### src/rtl/instr_assembler_pkg.sv
// +----------------------------------------------------------------------------+
// | instr_assembler_pkg : shared general definitions (WORD/HALF_WORD, FSM       |
// | states, Thumb-2 prefix codes, prefix decode helpers).  Rev 1.0              |
// +----------------------------------------------------------------------------+
`default_nettype none

package instr_assembler_pkg;

  localparam int WORD      = 32;
  localparam int HALF_WORD = 16;

  typedef logic [WORD-1:0]      word_t;
  typedef logic [HALF_WORD-1:0] half_word_t;
  typedef logic [0:0]           state_t;

  localparam state_t c_st_idle        = 1'b0;
  localparam state_t c_st_wait_suffix = 1'b1;

  // bits[15:11] of the first halfword that mark a 32-bit encoding
  localparam logic [4:0] c_prefix_11101 = 5'b11101;
  localparam logic [4:0] c_prefix_11110 = 5'b11110;
  localparam logic [4:0] c_prefix_11111 = 5'b11111;

  function automatic logic is_prefix(input half_word_t hw);
    return (hw[15:11] == c_prefix_11101) ||
           (hw[15:11] == c_prefix_11110) ||
           (hw[15:11] == c_prefix_11111);
  endfunction

  // ARMv6-M only implements the 11110 group of 32-bit encodings
  function automatic logic is_undef_prefix(input half_word_t hw);
    return (hw[15:11] == c_prefix_11101) ||
           (hw[15:11] == c_prefix_11111);
  endfunction

endpackage

`default_nettype wire

### src/rtl/instr_assembler_if.sv
// +----------------------------------------------------------------------------+
// | instr_assembler_if : fetch-side inputs and assembled-instruction outputs.   |
// | Rev 1.0                                                                      |
// +----------------------------------------------------------------------------+
`default_nettype none

interface instr_assembler_if;
  import instr_assembler_pkg::*;

  half_word_t instr_i;
  word_t      addr_i;
  logic       instr_valid_i;
  logic       stall_i;
  logic       flush_i;
  logic       ready_o;
  word_t      instr_word_o;
  word_t      instr_pc_o;
  logic       instr_valid_o;
  logic       is_32bit_o;
  logic       undef_o;
  logic       suffix_pending_o;

  modport master (
    output instr_i, addr_i, instr_valid_i, stall_i, flush_i,
    input  ready_o, instr_word_o, instr_pc_o, instr_valid_o,
           is_32bit_o, undef_o, suffix_pending_o
  );

  modport slave (
    input  instr_i, addr_i, instr_valid_i, stall_i, flush_i,
    output ready_o, instr_word_o, instr_pc_o, instr_valid_o,
           is_32bit_o, undef_o, suffix_pending_o
  );

endinterface

`default_nettype wire

### src/rtl/instr_assembler.sv
// +----------------------------------------------------------------------------+
// | instr_assembler : joins Thumb halfwords into 16/32-bit instructions with    |
// | one cycle of latency, stall hold and flush.  Rev 1.0                        |
// +----------------------------------------------------------------------------+
`default_nettype none

module instr_assembler
  import instr_assembler_pkg::*;
(
  input  wire logic            clk_i,
  input  wire logic            rst_n_i,
  instr_assembler_if.slave     bus
);

  state_t     r_state;
  half_word_t r_prefix;
  word_t      r_prefix_addr;
  word_t      r_word;
  word_t      r_pc;
  logic       r_valid;
  logic       r_is_32bit;
  logic       r_undef;

  logic       w_accept;

  assign w_accept    = bus.instr_valid_i & ~bus.stall_i & ~bus.flush_i;
  assign bus.ready_o = ~bus.stall_i & ~bus.flush_i;

  always_ff @(posedge clk_i) begin
    if (!rst_n_i) begin
      r_state       <= c_st_idle;
      r_prefix      <= '0;
      r_prefix_addr <= '0;
      r_word        <= '0;
      r_pc          <= '0;
      r_valid       <= 1'b0;
      r_is_32bit    <= 1'b0;
      r_undef       <= 1'b0;
    end else if (bus.flush_i) begin
      r_state <= c_st_idle;
      r_valid <= 1'b0;
    end else if (bus.stall_i) begin
      // everything holds
    end else if (w_accept) begin
      if (r_state == c_st_idle) begin
        if (is_prefix(bus.instr_i)) begin
          r_prefix      <= bus.instr_i;
          r_prefix_addr <= bus.addr_i;
          r_state       <= c_st_wait_suffix;
          r_valid       <= 1'b0;
        end else begin
          r_word     <= {16'h0000, bus.instr_i};
          r_pc       <= bus.addr_i;
          r_valid    <= 1'b1;
          r_is_32bit <= 1'b0;
          r_undef    <= 1'b0;
        end
      end else begin
        // suffix is taken whatever its encoding
        r_word     <= {r_prefix, bus.instr_i};
        r_pc       <= r_prefix_addr;
        r_valid    <= 1'b1;
        r_is_32bit <= 1'b1;
        r_undef    <= is_undef_prefix(r_prefix);
        r_state    <= c_st_idle;
      end
    end else begin
      r_valid <= 1'b0;
    end
  end

  assign bus.instr_word_o     = r_word;
  assign bus.instr_pc_o       = r_pc;
  assign bus.instr_valid_o    = r_valid;
  assign bus.is_32bit_o       = r_is_32bit;
  assign bus.undef_o          = r_undef;
  assign bus.suffix_pending_o = (r_state == c_st_wait_suffix);

endmodule

`default_nettype wire

### src/flat_wrapper.sv
// flat-port wrapper written by rule: the top's interface ports become plain ports
module instr_assembler_flat import instr_assembler_pkg::*;
  (clk_i, rst_n_i, bus_instr_i, bus_addr_i, bus_instr_valid_i, bus_stall_i, bus_flush_i, bus_ready_o, bus_instr_word_o, bus_instr_pc_o, bus_instr_valid_o, bus_is_32bit_o, bus_undef_o, bus_suffix_pending_o);
  instr_assembler_if bus_i ();
  input  wire logic clk_i;
  input  wire logic rst_n_i;
  input wire logic [$bits(bus_i.instr_i)-1:0] bus_instr_i;
  input wire logic [$bits(bus_i.addr_i)-1:0] bus_addr_i;
  input wire logic [$bits(bus_i.instr_valid_i)-1:0] bus_instr_valid_i;
  input wire logic [$bits(bus_i.stall_i)-1:0] bus_stall_i;
  input wire logic [$bits(bus_i.flush_i)-1:0] bus_flush_i;
  output wire logic [$bits(bus_i.ready_o)-1:0] bus_ready_o;
  output wire logic [$bits(bus_i.instr_word_o)-1:0] bus_instr_word_o;
  output wire logic [$bits(bus_i.instr_pc_o)-1:0] bus_instr_pc_o;
  output wire logic [$bits(bus_i.instr_valid_o)-1:0] bus_instr_valid_o;
  output wire logic [$bits(bus_i.is_32bit_o)-1:0] bus_is_32bit_o;
  output wire logic [$bits(bus_i.undef_o)-1:0] bus_undef_o;
  output wire logic [$bits(bus_i.suffix_pending_o)-1:0] bus_suffix_pending_o;
  assign bus_i.instr_i = bus_instr_i;
  assign bus_i.addr_i = bus_addr_i;
  assign bus_i.instr_valid_i = bus_instr_valid_i;
  assign bus_i.stall_i = bus_stall_i;
  assign bus_i.flush_i = bus_flush_i;
  assign bus_ready_o = bus_i.ready_o;
  assign bus_instr_word_o = bus_i.instr_word_o;
  assign bus_instr_pc_o = bus_i.instr_pc_o;
  assign bus_instr_valid_o = bus_i.instr_valid_o;
  assign bus_is_32bit_o = bus_i.is_32bit_o;
  assign bus_undef_o = bus_i.undef_o;
  assign bus_suffix_pending_o = bus_i.suffix_pending_o;
  instr_assembler u_core (.clk_i(clk_i), .rst_n_i(rst_n_i), .bus(bus_i));
endmodule
### config.mk
export PLATFORM = sky130hd
export DESIGN_NAME = instr_assembler_flat
export DESIGN_NICKNAME = d
export VERILOG_FILES = /design/src/rtl/instr_assembler_pkg.sv /design/src/rtl/instr_assembler_if.sv /design/src/rtl/instr_assembler.sv /design/src/flat_wrapper.sv
export SDC_FILE = /design/constraint.sdc
export NUM_CORES = 1
export LEC_CHECK = 0
export ABC_AREA = 1
export ABC_CLOCK_PERIOD_IN_PS = 1300
export CORE_MARGIN = 2
export CORE_UTILIZATION = 50
export CTS_CLUSTER_DIAMETER = 60
export DETAILED_ROUTE_END_ITERATION = 10
export PLACE_DENSITY = 0.81
export SLEW_MARGIN = 20
export SYNTH_ARGS = -nofsm -noshare
export SYNTH_HDL_FRONTEND = slang
export SYNTH_SLANG_ARGS = --single-unit
### constraint.sdc
create_clock -name clk_i -period 1.3 [get_ports clk_i]
set_input_delay 0.26 -clock clk_i [delete_from_list [all_inputs] [get_ports clk_i]]
set_output_delay 0.26 -clock clk_i [all_outputs]
set_load 0.01 [all_outputs]
==> results of run 1 <==
power by group:
part | internal (µW) | leakage, µW | switching (µW)
registers | 3650 | 0.000952 | 52.1
clock network | 3170 | 0.000308 | 1840
logic | 417 | 0.00192 | 523
flip-flops by register name, summed over array words and instances, names as in the netlist:
name                         flops
u_core.bus.instr_pc_o           32
u_core.bus.instr_word_o         32
u_core.r_prefix_addr            32
u_core.r_prefix                 16
u_core.bus.instr_valid_o         1
u_core.bus.is_32bit_o            1
u_core.bus.suffix_pending_o      1
u_core.bus.undef_o               1
logic make-up (layout without fill, tap and decap cells):
kind of cell,after synthesis,in the layout,share of synthesized area [%]
AOI/OAI and AO/OA,54,54,5.46
DFF,116,116,46.1
buffers and inverters,108,240,10.2
and+or+nand+nor,457,457,38.3
tightest hold or removal path: cells and delay by family:
family,cells,cell delay [ns]
AOI/OAI and AO/OA,1,0.07
buffers and inverters,1,0.27
and+or+nand+nor,1,0.08
placed cells by master (no fill, tap or decap), types with 5 or more instances in the layout:
cell type,count
dfxtp_2,24
a21oi_1,50
inv_2,5
nand3_1,45
dfxtp_1,91
buf_4,17
buf_12,11
nor2_1,220
clkdlybuf4s50_1,49
inv_1,48
nor2_4,5
nor2_2,6
nand2_1,131
nand4_1,45
clkbuf_16,18
buf_2,67
through the flow:
step / instance area, µm² / util [%] / hold WS, ns / power [µW]
2_1_floorplan: 5040 / - / 0.416 / 4270
3_3_place_gp: 6460 / 66.1 / 0.447 / 4730
3_5_place_dp: 6460 / 66.1 / 0.455 / 4750
4_1_cts: 6810 / 69.7 / 0.213 / 9660
5_1_grt: 6930 / 70.9 / 0.235 / 9980
6_report: 6930 / 70.9 / 0.221 / 9660
repair_timing:
item | CTS | global route
setup endpoints to repair | 90 | 77
resized for setup | 303 | 18
gates cloned | 0 | 2
setup buffers | 1 | 2
pin swaps | 3 | 5
cell type report:
| class | instances | area (µm²) |
|---|---|---|
| Tap cell | 133 | 166 |
| Timing Repair Buffer | 155 | 1330 |
| Fill cell | 778 | 2840 |
| Sequential cell | 116 | 2360 |
| Inverter | 53 | 199 |
| Multi-Input combinational cell | 511 | 2250 |
| Clock inverter | 15 | 220 |
| Clock buffer | 17 | 414 |
final timing paths:
kind,from,end,slack (ns),cells past startpoint
min,bus_stall_i,u_core.bus.instr_valid_o,0.22,3
min reg2reg,u_core.bus.instr_word_o[27],u_core.bus.instr_word_o[27],0.46,2
max,u_core.bus.suffix_pending_o,bus_suffix_pending_o,-0.008,1
max reg2reg,u_core.bus.suffix_pending_o,u_core.r_prefix_addr[8],0.03,7
routing by layer:
layer	GRT usage, %	vias to the layer above	share of wire (%)
met5	0	-	0
met4	10.7	0	2.2
met3	6.70	31	6.0
met2	45.6	194	51
met1	30.3	2437	40
li1	-	2560	-
==> results.ini, run 1 <==
[detailed_routing]
drt_iter0_markers=320
totalWireLength_mm=14.6
viasPerCell=5.22
wire_per_inst_um=14.6
ant_nets=0
vias=5222
first_pass_iters=5
drc_errors=0

[grt]
grt.total_usage_pct=26.1
grt_overflow=0
grt_max_degree=47
grt_pass1_vias=5013
grt_pass1_wl_mm=23.5
antenna_found_initial=0

[power_and_ir_drop]
power_leakage_uw=0.00318
power.density_nw_per_um2=1390
irDropWorstVdd_uv=897

[worst_setup_path]
start_kind=flip-flop
cp_cell_sequence=buf_6
critPathSlowestCell=dfxtp_4
crit_path_max_fanout=5
path_buf_inv=1
required_ns=1.04
cp.arrival_ns=1.05
worstSetupPathType=flip-flop to primary output
max_stage_delay_ns=0.42
cp_top_family=flip-flops
cp-end-kind=primary output

[floorplanning]
ioPinCount=122
die_w_um=104
core_um2=9770
die-area_um2=10900
row_count=36
start_util_pct=51.6
die_y_um=104

[clock_tree]
clkLatencyLatePin_ns=0.52
cts_hold_buffers=0
path_clk_slew_ns=0.06
cts_sinks=116
cts_buffer_depth=2
root_buffer=clkbuf_8
cts_buffers=17
cts_tree=built
h-tree-depth=4

[synthesis]
ys_ff_latch=116
synth_area_um2=5040
synth_seq_area_share_pct=46.1
ys_warn_count=0
synthTopCellsByCount=227 x nor2_1, 132 x nand2_1, 116 x dfxtp_1, 50 x a21oi_1, 48 x inv_1
synth_top_area_share_pct=46.1
ys_types=21
ys_top_cells_by_area=dfxtp_1 46%, nor2_1 17%, nand2_1 9.8%, nand4_1 5.6%, a21oi_1 5.0%
yosysTopAreaCell=dfxtp_1
avgSynthCellArea_um2=6.86
async_flop_share_pct=0
synth.most_common_cell=nor2_1
synth_edf_count=0
syn_inst=735
syn_nets=788
synth_top_flop_cell=dfxtp_1

[outcome]
violations=setup timing
status=finished, violations left

[timing]
fin_skew_ns=0.00574
finalCritPeriodShare_pct=101
tns_ns=-0.00816
period_needed_ns=1.31
setup_slack_ns=-0.00816
final-max-slew-violation-count=0
rsz0062_at_grt=true
final_hold_viol_count=0
tightest_slew_ns=0.379
max_slew_margin_pct=74.7
fmax_mhz=764
setup_violations=1

[final_layout]
drive_above_1_share_pct=20.9
stdcell_count=1000
nNetsFinal=907
insertedDiodeCount=0
area_delta_synth_final_pct=37.5

[placed_design]
dpl.hpwl_mm=9.09
pre_cts_ws_ns=-0.515
gp_congestion=0.854
portBuffers=121
place_inst=964

[min_path]
min_path_type=input pin to flip-flop

[flow_run]
cap_violations=0

No activity file was read; power rests on OpenSTA's default activity.
==> inputs of run 2 (changes only) <==
--- a/config.mk
+++ b/config.mk
@@ -12,6 +12,7 @@
 export CTS_CLUSTER_DIAMETER = 60
 export DETAILED_ROUTE_END_ITERATION = 10
 export PLACE_DENSITY = 0.81
+export RECOVER_POWER = 25
 export SLEW_MARGIN = 20
 export SYNTH_ARGS = -nofsm -noshare
 export SYNTH_HDL_FRONTEND = slang
==> results.ini, run 2 (same netlist as run 1, synthesis figures left out) <==
[placed_design]
portBuffers=121
gp_congestion=0.854
pre_cts_ws_ns=-0.515
placedInstanceArea_um2=6460
dpl.hpwl_mm=9.09

[floorplanning]
die-area_um2=10900
ioPinCount=122
die_w_um=104
start_util_pct=51.6
core_um2=9770
row_count=36
die_y_um=104

[min_path]
min_path_cells=3
min_path_type=input pin to flip-flop

[grt]
grt_pass1_vias=5013
grt_pass1_wl_mm=23.5
grt.total_usage_pct=26.1
antenna_found_initial=0
grt_overflow=0
grt_max_degree=47

[final_layout]
nNetsFinal=907
layout_commonest_cell=nor2_1
drive_above_1_share_pct=20.8
area_delta_synth_final_pct=37.5
n_fill_cell=779
insertedDiodeCount=0
final_cell_mix=220 x nor2_1, 131 x nand2_1, 91 x dfxtp_1
fin_area_um2=6930

[worst_setup_path]
max_stage_delay_ns=0.42
worst-path-stages=1
worst-r2r-cell-count=7
crit_path_max_fanout=5
worstReg2RegStart=u_core.bus.suffix_pending_o
cp-end-kind=primary output
cp.arrival_ns=1.05
cp_top_family=flip-flops
r2r-end=u_core.r_prefix_addr[8]
critPathSlowestCell=dfxtp_4
worstSetupPathType=flip-flop to primary output
critPathCapture=bus_suffix_pending_o
path_buf_inv=1
ff2ff_setup_slack_ns=0.02
cp_cell_sequence=buf_6
start_kind=flip-flop
required_ns=1.04
crit_start=u_core.bus.suffix_pending_o

[timing]
final_hold_viol_count=0
fmax_mhz=763
tightest_slew_ns=0.378
tns_ns=-0.0105
fin_skew_ns=0.00559
period_needed_ns=1.31
setup_slack_ns=-0.0105
whs_ns=0.221
setup_violations=1
max_slew_margin_pct=74.8
final-max-slew-violation-count=0
finalCritPeriodShare_pct=101
rsz0062_at_grt=true

[detailed_routing]
totalWireLength_mm=14.6
viasPerCell=5.22
wire_per_inst_um=14.6
drt_iter0_markers=321
drc_errors=0
first_pass_iters=6
ant_nets=0
vias=5224

[power_and_ir_drop]
power.density_nw_per_um2=1390
power_leakage_uw=0.00318
irDropWorstVdd_uv=897

[outcome]
status=finished, violations left
violations=setup timing

[flow_run]
cap_violations=0

[clock_tree]
cts_tree=built
root_buffer=clkbuf_8
cts_buffers=17
cts_hold_buffers=0
path_clk_slew_ns=0.06
cts_sinks=116
cts_buffer_depth=2
h-tree-depth=4
clkLatencyLatePin_ns=0.52

## run 2: cell types whose count changed in the layout (fill, tap and decap cells not counted)
cell and delta:
clkdlybuf4s15_2 -1, clkdlybuf4s25_1 +1
## run 2: worst min-delay path by stage
stage	from	end	slack (ns)
final	bus_stall_i	u_core.bus.instr_valid_o	0.22
after global routing	rst_n_i	u_core.r_prefix[0]	0.23
after CTS	rst_n_i	u_core.r_prefix[2]	0.21
after detailed placement	u_core.bus.instr_word_o[27]	u_core.bus.instr_word_o[27]	0.46
after global placement	u_core.bus.instr_word_o[26]	u_core.bus.instr_word_o[26]	0.45
after floorplan	bus_stall_i	u_core.bus.instr_valid_o	0.42
## run 2: repair_timing
item | CTS | global route
cloned | 0 | 2
endpoints found under the setup margin | 90 | 77
gates resized for setup | 303 | 18
pin swaps | 3 | 5
buffers inserted | 1 | 2
## run 2: final cells by class
class / instances / area (µm²) / area share (%)
sequential: 116 / 2360 / 34.0
multi-input combinational: 511 / 2250 / 32.4
timing repair buffer: 155 / 1330 / 19.1
clock buffer: 17 / 414 / 5.98
clock inverter: 15 / 220 / 3.18
inverter: 53 / 199 / 2.87
tap: 133 / 166 / 2.40
## run 2: power by group
group	internal, µW	total [µW]	switching (µW)
Clock	3170	5010	1840
Combinational	417	940	524
Sequential	3650	3710	52.1
Total	7240	9660	2420
## run 2: metal layers
| metal | GRT usage, % | share of wire (%) |
|---|---|---|
| met1 | 30.3 | 40 |
| met2 | 45.6 | 51 |
| met3 | 6.70 | 6.2 |
| met4 | 10.7 | 2.3 |
| met5 | 0 | 0 |
## run 2: metrics by stage
stage | instances | power (µW) | util (%)
after floorplan | 735 | 4270 | -
after detailed placement | 964 | 4750 | 66.1
after global routing | 1000 | 9980 | 70.9
after CTS | 997 | 9660 | 69.7
after global placement | 964 | 4730 | 66.1
final | 1000 | 9660 | 70.9
